$ cat config.mk
export PLATFORM = sky130hd
export DESIGN_NAME = im_loader
export DESIGN_NICKNAME = d
export VERILOG_FILES = /design/src/rtl/im_loader.sv
export SDC_FILE = /design/constraint.sdc
export NUM_CORES = 1
export LEC_CHECK = 0
export ABC_AREA = 1
export BUFFER_PORTS_ARGS = -buffer_cell sky130_fd_sc_hd__clkbuf_2
export CAP_MARGIN = 20
export CORE_MARGIN = 8
export CORE_UTILIZATION = 45
export CTS_CLUSTER_DIAMETER = 50
export CTS_CLUSTER_SIZE = 24
export DETAILED_ROUTE_END_ITERATION = 7
export GPL_TIMING_DRIVEN = 0
export PLACE_DENSITY = 0.77
export SKIP_CTS_REPAIR_TIMING = 1
export SYNTH_ARGS = -nofsm -noshare
export SYNTH_HDL_FRONTEND = slang
export SYNTH_SLANG_ARGS = --single-unit
$ cat constraint.sdc
create_clock -name clk -period 2.4 [get_ports clk]
set_input_delay 0.24 -clock clk [delete_from_list [all_inputs] [get_ports clk]]
set_output_delay 0.24 -clock clk [all_outputs]
set_load 0.005 [all_outputs]
$ cat src/rtl/im_loader.sv
// im_loader: writer side of the instruction memory. Packs a valid/ready byte
// stream into 16-bit words (high byte first), writes them to consecutive IM
// addresses starting at 0, and holds the CPU for the duration of the load.
module im_loader #(
    parameter int ADDR_W = 10,
    parameter int WORD_W = 16
) (
    input  logic              clk,
    input  logic              rst_n,
    input  logic              start,
    input  logic [ADDR_W:0]   len,
    input  logic [7:0]        byte_in,
    input  logic              byte_valid,
    output logic              byte_ready,
    output logic              im_we,
    output logic [ADDR_W-1:0] im_addr,
    output logic [WORD_W-1:0] im_wdata,
    output logic              cpu_hold,
    output logic              busy,
    output logic              done,
    output logic              err_len
);

    localparam int unsigned DEPTH = 1 << ADDR_W;

    typedef enum logic [2:0] {
        S_IDLE,
        S_HI,
        S_LO,
        S_WR,
        S_DONE
    } state_t;

    state_t              state_q;
    logic [ADDR_W-1:0]   addr_q;
    logic [ADDR_W:0]     remaining_q;
    logic [7:0]          hi_q;
    logic                byte_ready_q;
    logic                im_we_q;
    logic [ADDR_W-1:0]   im_addr_q;
    logic [WORD_W-1:0]   im_wdata_q;
    logic                cpu_hold_q;
    logic                busy_q;
    logic                done_q;
    logic                err_len_q;

    logic                accept_d;
    logic                len_ok_d;

    // Handshake qualifier and length legality (1..DEPTH words).
    always_comb begin
        accept_d = byte_valid && byte_ready_q;
        len_ok_d = (len != '0) && (32'(len) <= DEPTH);
    end

    // Load sequencer; every output is registered and updated on state entry so
    // it is valid for exactly the cycles the state is occupied. The low byte is
    // captured straight into im_wdata_q on LO->WR, so no separate lo register.
    always_ff @(posedge clk) begin
        if (!rst_n) begin
            state_q      <= S_IDLE;
            addr_q       <= '0;
            remaining_q  <= '0;
            hi_q         <= '0;
            byte_ready_q <= 1'b0;
            im_we_q      <= 1'b0;
            im_addr_q    <= '0;
            im_wdata_q   <= '0;
            cpu_hold_q   <= 1'b0;
            busy_q       <= 1'b0;
            done_q       <= 1'b0;
            err_len_q    <= 1'b0;
        end else begin
            im_we_q   <= 1'b0;
            done_q    <= 1'b0;
            err_len_q <= 1'b0;
            case (state_q)
                S_IDLE: begin
                    if (start) begin
                        if (len_ok_d) begin
                            state_q      <= S_HI;
                            addr_q       <= '0;
                            remaining_q  <= len;
                            cpu_hold_q   <= 1'b1;
                            busy_q       <= 1'b1;
                            byte_ready_q <= 1'b1;
                        end else begin
                            err_len_q <= 1'b1;
                        end
                    end
                end
                S_HI: begin
                    if (accept_d) begin
                        hi_q    <= byte_in;
                        state_q <= S_LO;
                    end
                end
                S_LO: begin
                    if (accept_d) begin
                        state_q      <= S_WR;
                        byte_ready_q <= 1'b0;
                        im_we_q      <= 1'b1;
                        im_addr_q    <= addr_q;
                        im_wdata_q   <= {hi_q, byte_in};
                    end
                end
                S_WR: begin
                    if (remaining_q == (ADDR_W + 1)'(1)) begin
                        state_q <= S_DONE;
                        done_q  <= 1'b1;
                    end else begin
                        addr_q       <= addr_q + 1'b1;
                        remaining_q  <= remaining_q - 1'b1;
                        state_q      <= S_HI;
                        byte_ready_q <= 1'b1;
                    end
                end
                S_DONE: begin
                    state_q    <= S_IDLE;
                    cpu_hold_q <= 1'b0;
                    busy_q     <= 1'b0;
                end
                default: begin
                    state_q      <= S_IDLE;
                    cpu_hold_q   <= 1'b0;
                    busy_q       <= 1'b0;
                    byte_ready_q <= 1'b0;
                end
            endcase
        end
    end

    // Output ports driven directly from their registers.
    always_comb begin
        byte_ready = byte_ready_q;
        im_we      = im_we_q;
        im_addr    = im_addr_q;
        im_wdata   = im_wdata_q;
        cpu_hold   = cpu_hold_q;
        busy       = busy_q;
        done       = done_q;
        err_len    = err_len_q;
    end

endmodule

---- Word level (Yosys, flattened, before mapping) ----
Index checks and enable logic that the tools add are counted.
storage, ports and cells
  output and inout bits ................... 32
  bits of input ports ..................... 23
  register bits after elaboration ......... 63
operators by class
  reduce and logical (&&, ||, !) cells .... 16
  bitwise operators ....................... 2
  add/sub/neg operators ................... 2
  magnitude comparators ................... 1
  muxes and demuxes ....................... 23
  equal/unequal tests ..................... 10
operators with widths
  kind                     number
  $mux W11                 3
  $mux W10                 3
  $pmux W11 S2             1
  $pmux W10 S2             1
  $mux W3                  5
  $pmux W3 S4              1
  $eq A11 B1 Y1 const B    1
  $le A11 B11 Y1 const B   1
  $reduce_bool A11 Y1      1
  $sub A11 B1 Y11 const B  1
  $add A10 B1 Y10 const B  1
  $ne A2 B2 Y1 const B     5
  $reduce_and A2 Y1        4
  $reduce_and A4 Y1        2
  $mux W1                  7
  $eq A3 B2 Y1 const B     2
  $reduce_and A3 Y1        2
  $reduce_and A5 Y1        1
  $pmux W1 S4              1
  $eq A3 B1 Y1 const B     1
  $eq A3 B3 Y1 const B     1
  $logic_not A3 Y1         1
  $reduce_or A3 Y1         1
  $logic_and A1 B1 Y1      2
  4 further kinds          5

---- Logic depth before layout (Yosys ltp) ----
  word-level depth ........................ 5
  depth in mapped cells ................... 11

---- Worst setup path after synthesis ----
No wires, ideal clock.
  path kind ............................... register -> register
  start point ............................. reg remaining_q[6]
  end point ............................... reg addr_q[9]
  setup slack ............................. 1.026 ns
  arrival ................................. 1.261 ns
  stages on the path, launching flop included .. 10
  setup time .............................. 0.113 ns
  cells stage by stage .................... dfxtp_1 -> nor2_4 -> nand2_2 -> nor2_2 -> nand4_2 -> nand2_4 -> nand2_4 -> buf_6 -> o21ai_1 -> nor2_1
between the ends
  longest elaborated chain between the ends .. 3
RTL lines
  item                                line  text
  start: declaration                  36    logic [ADDR_W:0] remaining_q;
  start signal: assignment            83    remaining_q <= len;
  start signal: assignment            113   remaining_q <= remaining_q - 1'b1;
  $eq A11 B1 Y1                       108   if (remaining_q == (ADDR_W + 1)'(1)) begin
  $ne A2 B2 Y1 (no source line)       n/a
  $reduce_and A4 Y1 (no source line)  n/a
  end signal: assignment              112   addr_q <= addr_q + 1'b1;
  end: declaration                    35    logic [ADDR_W-1:0] addr_q;
No other way between the ends.
A chain may end at the register's enable or synchronous reset.

---- Final worst setup path ----
  start point ............................. reg state_q[2]
  end point ............................... reg hi_q[4]
between the ends
  longest elaborated chain between the ends .. 2
RTL lines
  item                                line  text
  start: declaration                  34    state_t state_q;
  start signal: assignment            61    state_q <= S_IDLE;
  start signal: assignment            81    state_q <= S_HI;
  start signal: assignment            95    state_q <= S_LO;
  $eq A3 B1 Y1                        77    case (state_q)
  $reduce_and A2 Y1 (no source line)  n/a
  end signal: assignment              94    hi_q <= byte_in;
  end: declaration                    37    logic [7:0] hi_q;
No other way between the ends.

==> results.md <==
* Status: completed
* CTS tree: done
* Mapped Avg Cell Area at 6.84 sq um
* CP Capture Type: flop
* Max Clock Skew at approximately 3.8 ps
* Flops & latches, synth at between 60 and 70
* Final worst path period share at 0.721
* Post-Syn Nets at approximately 460
* P_leak at about 0.0017 uW
* Mapped cell area at between 2000 and 3000 sq um
* CP Cell Sequence: inv_1, nand3_1, nor2_1, inv_1, nor2_1, nor2_1
* Switching pwr at 1160 uW
* First DRT Iteration DRCs at around 170
* Placer Congestion at between 0.8 and 0.9
* Chip height at between 90 and 100 um
* Sequential area share after synthesis at 0.428
* Die X at slightly below 100 um
* Worst Path Required at between 2000 and 3000 ps
* Slew @ Worst Pin at 632 ps
* DR pass1 iterations at 4
* Clk_lat worst skew at between 300 and 400 ps
* Max stage delay cell, worst path: nor2_1
* Sw frac at 0.370
* P&R area growth vs syn at 18.8%
* Flop pwr share at 0.413
* Crit path arrival time at ~2000 ps
* Worst-path maximum fanout at 9
* Post-detailed-placement half-perimeter wirelength at 5.58 mm
* First-pass GRT wire length at 13.0 mm
* Port bufs at 53
* Most used cell, CP: nor2_1
* Max clock buf depth at 2
* Final worst slack at between 600 and 700 ps
* Initial antenna violation count at 0
* Multi-input logic area at 1470 sq um
* Setup TNS at 0 ps
* RSZ-0062 raised after global routing: false
* Die ar. at 9400 sq um
* Final setup vio count at 0
* Worst vdd ir at 0.569 mV
* Post-Route WL at approximately 7.6 mm
* Root Buffer: clkbuf_8
* Worst slew margin at 0.577
* Core Region at around 6300 sq um
* Pre-CTS WS at slightly above 700 ps
* Clk pin slew, worst setup/hold paths at 70 ps
* Final min period at between 1500 and 2000 ps
* Logic gate share of total power at 0.305
* Layout net count at roughly 520
* Initial Util at 0.464
* Max-cap violations at 0
* Pwr Density at approximately 900 nW/um^2
* Fin. max-slew vios at 0
* Post-synthesis cell type count at 33
* R2R Setup Slk at around 670 ps
* Setup CP Type: reg2reg
* Yosys warnings at 0
* Cell Int Power at a little under 2000 uW
* Layout cell share with drive strength beyond 1 at 0.178
* # fillers at around 610
* Total gr overflow at 0
* DR WL/cell at around 13 um
* Drc violations at 0
* CTS buffer count at 9
* Clock group share of total power at 0.283
* Register Area at around 1300 sq um
* Number of cell rows at 29
* Htree depth at 3
* Detail Route Antenna Nets at 0
* Min-Delay Path Class: in2reg
* Final hold viol count at 0
* Vias per cell at 5.09
* Top Ports at 55
* Fmax at between 500 and 600 MHz
* Nature of the critical path startpoint: flop
* Cells after Synth at about 430
* GRT Total Usage at 0.164
* Clk sinks at 63
* Max incr delay on CP at 510 ps
* Via count at slightly below 3,000
* Pin count of the biggest net entering global routing at 12
* N_diodes at 0
* Vias in the first global route at between 2,000 and 3,000
-- layout by cell type, fill, tap and decap left out, types with 2 or more instances in the layout --
cell type,count
nor3_1,4
buf_6,2
ha_1,3
nand3_1,28
a31oi_1,3
dfxtp_1,63
clkbuf_1,11
nand2_1,55
xnor2_1,2
xor2_1,3
o21ai_0,49
clkbuf_8,12
o21ai_1,11
clkbuf_2,53
nand2_4,2
nand2_2,3
nor2_1,126
nor2_4,2
buf_4,3
clkinv_2,2
nor2_2,2
inv_1,30
clkinvlp_4,2
a21oi_1,15
buf_2,2
-- synthesized netlist by cell type --
cell type	number	area [sq um]
a21o_1	1	7.51
a21oi_1	15	75.1
a22oi_1	1	7.51
a31oi_1	3	18.8
buf_2	2	10.0
buf_4	3	22.5
buf_6	2	22.5
clkbuf_1	11	41.3
clkinv_1	1	3.75
clkinv_2	1	5.00
dfxtp_1	63	1260
ha_1	3	37.5
inv_1	30	113
inv_2	1	3.75
nand2_1	55	206
nand2_2	3	18.8
nand2_4	2	22.5
nand3_1	28	140
nand3b_1	1	7.51
nand4_2	1	12.5
nor2_1	126	473
nor2_2	2	12.5
nor2_4	2	22.5
nor3_1	4	20.0
nor3b_1	1	7.51
nor4_1	1	6.26
o21ai_0	49	245
o21ai_1	11	55.1
o21bai_1	1	7.51
o21bai_2	1	11.3
o31ai_1	1	7.51
xnor2_1	2	17.5
xor2_1	3	26.3
-- cell type report --
type	instances	share of cell area
Timing Repair Buffer	53	0.0757
Clock inverter	4	0.00821
Sequential cell	63	0.360
Multi-Input combinational cell	317	0.418
Buffer	18	0.0275
Clock buffer	12	0.0471
Inverter	33	0.0357
Tap cell	77	0.0275
-- per-layer routing --
| layer | share of wire | up-vias | routed length, um | GRT usage |
|---|---|---|---|---|
| met2 | 0.45 | 82 | 3440 | 0.271 |
| met4 | 0.012 | 0 | 91 | 0.0556 |
| met1 | 0.45 | 1333 | 3450 | 0.184 |
| met3 | 0.085 | 7 | 646 | 0.0704 |
| met5 | 0 | - | 0 | 0 |
| li1 | - | 1516 | - | - |
-- logic make-up (layout without fill, tap and decap cells) --
| family | after synthesis | after routing | share of synthesized area |
|---|---|---|---|
| AND/OR/NAND/NOR | 226 | 226 | 0.322 |
| AO/OA/AOI/OAI | 83 | 83 | 0.148 |
| flip-flops | 63 | 63 | 0.428 |
| buffers and inverters | 51 | 120 | 0.0751 |
| XOR/XNOR | 5 | 5 | 0.0149 |
| adder cells (fa/ha/maj) | 3 | 3 | 0.0127 |
-- through the flow --
step / util / total power, uW / instance area, sq um / std cells / hold slack, ps
global placement: 0.521 / 2250 / 3310 / 561 / 455
detailed placement: 0.521 / 2280 / 3310 / 561 / 460
floorplan: - / 2030 / 2950 / 431 / 375
global route: 0.552 / 3370 / 3500 / 577 / 143
finish: 0.552 / 3150 / 3500 / 577 / 144
CTS: 0.552 / 3160 / 3500 / 577 / 135
-- worst max-delay path: cells and delay by family, from the launching register on --
kind	cells	cell delay, ps
simple gates	4	890
flops	1	310
buf+inv	2	420
-- power groups by stage --
stage	sequential, uW	clock (uW)	combinational, uW
floorplan	1300	0	731
CTS	1300	897	963
global route	1320	942	1110
global placement	1320	0	931
detailed placement	1320	0	958
finish	1300	890	959
-- final timing paths --
check,start,to,cells past startpoint
min reg2reg,byte_ready,byte_ready,2
max,state_q[2],hi_q[4],6
min,byte_in[7],hi_q[7],3
max reg2reg,state_q[2],hi_q[4],6
-- flip-flops by register name, summed over array words and instances (netlist names) --
name and count:
im_wdata 16, im_we 1, done 1, im_addr 10
state_q 3, err_len 1, byte_ready 1, busy 1
addr_q 10, hi_q 8, remaining_q 11
(Power assumes the default switching activity.)
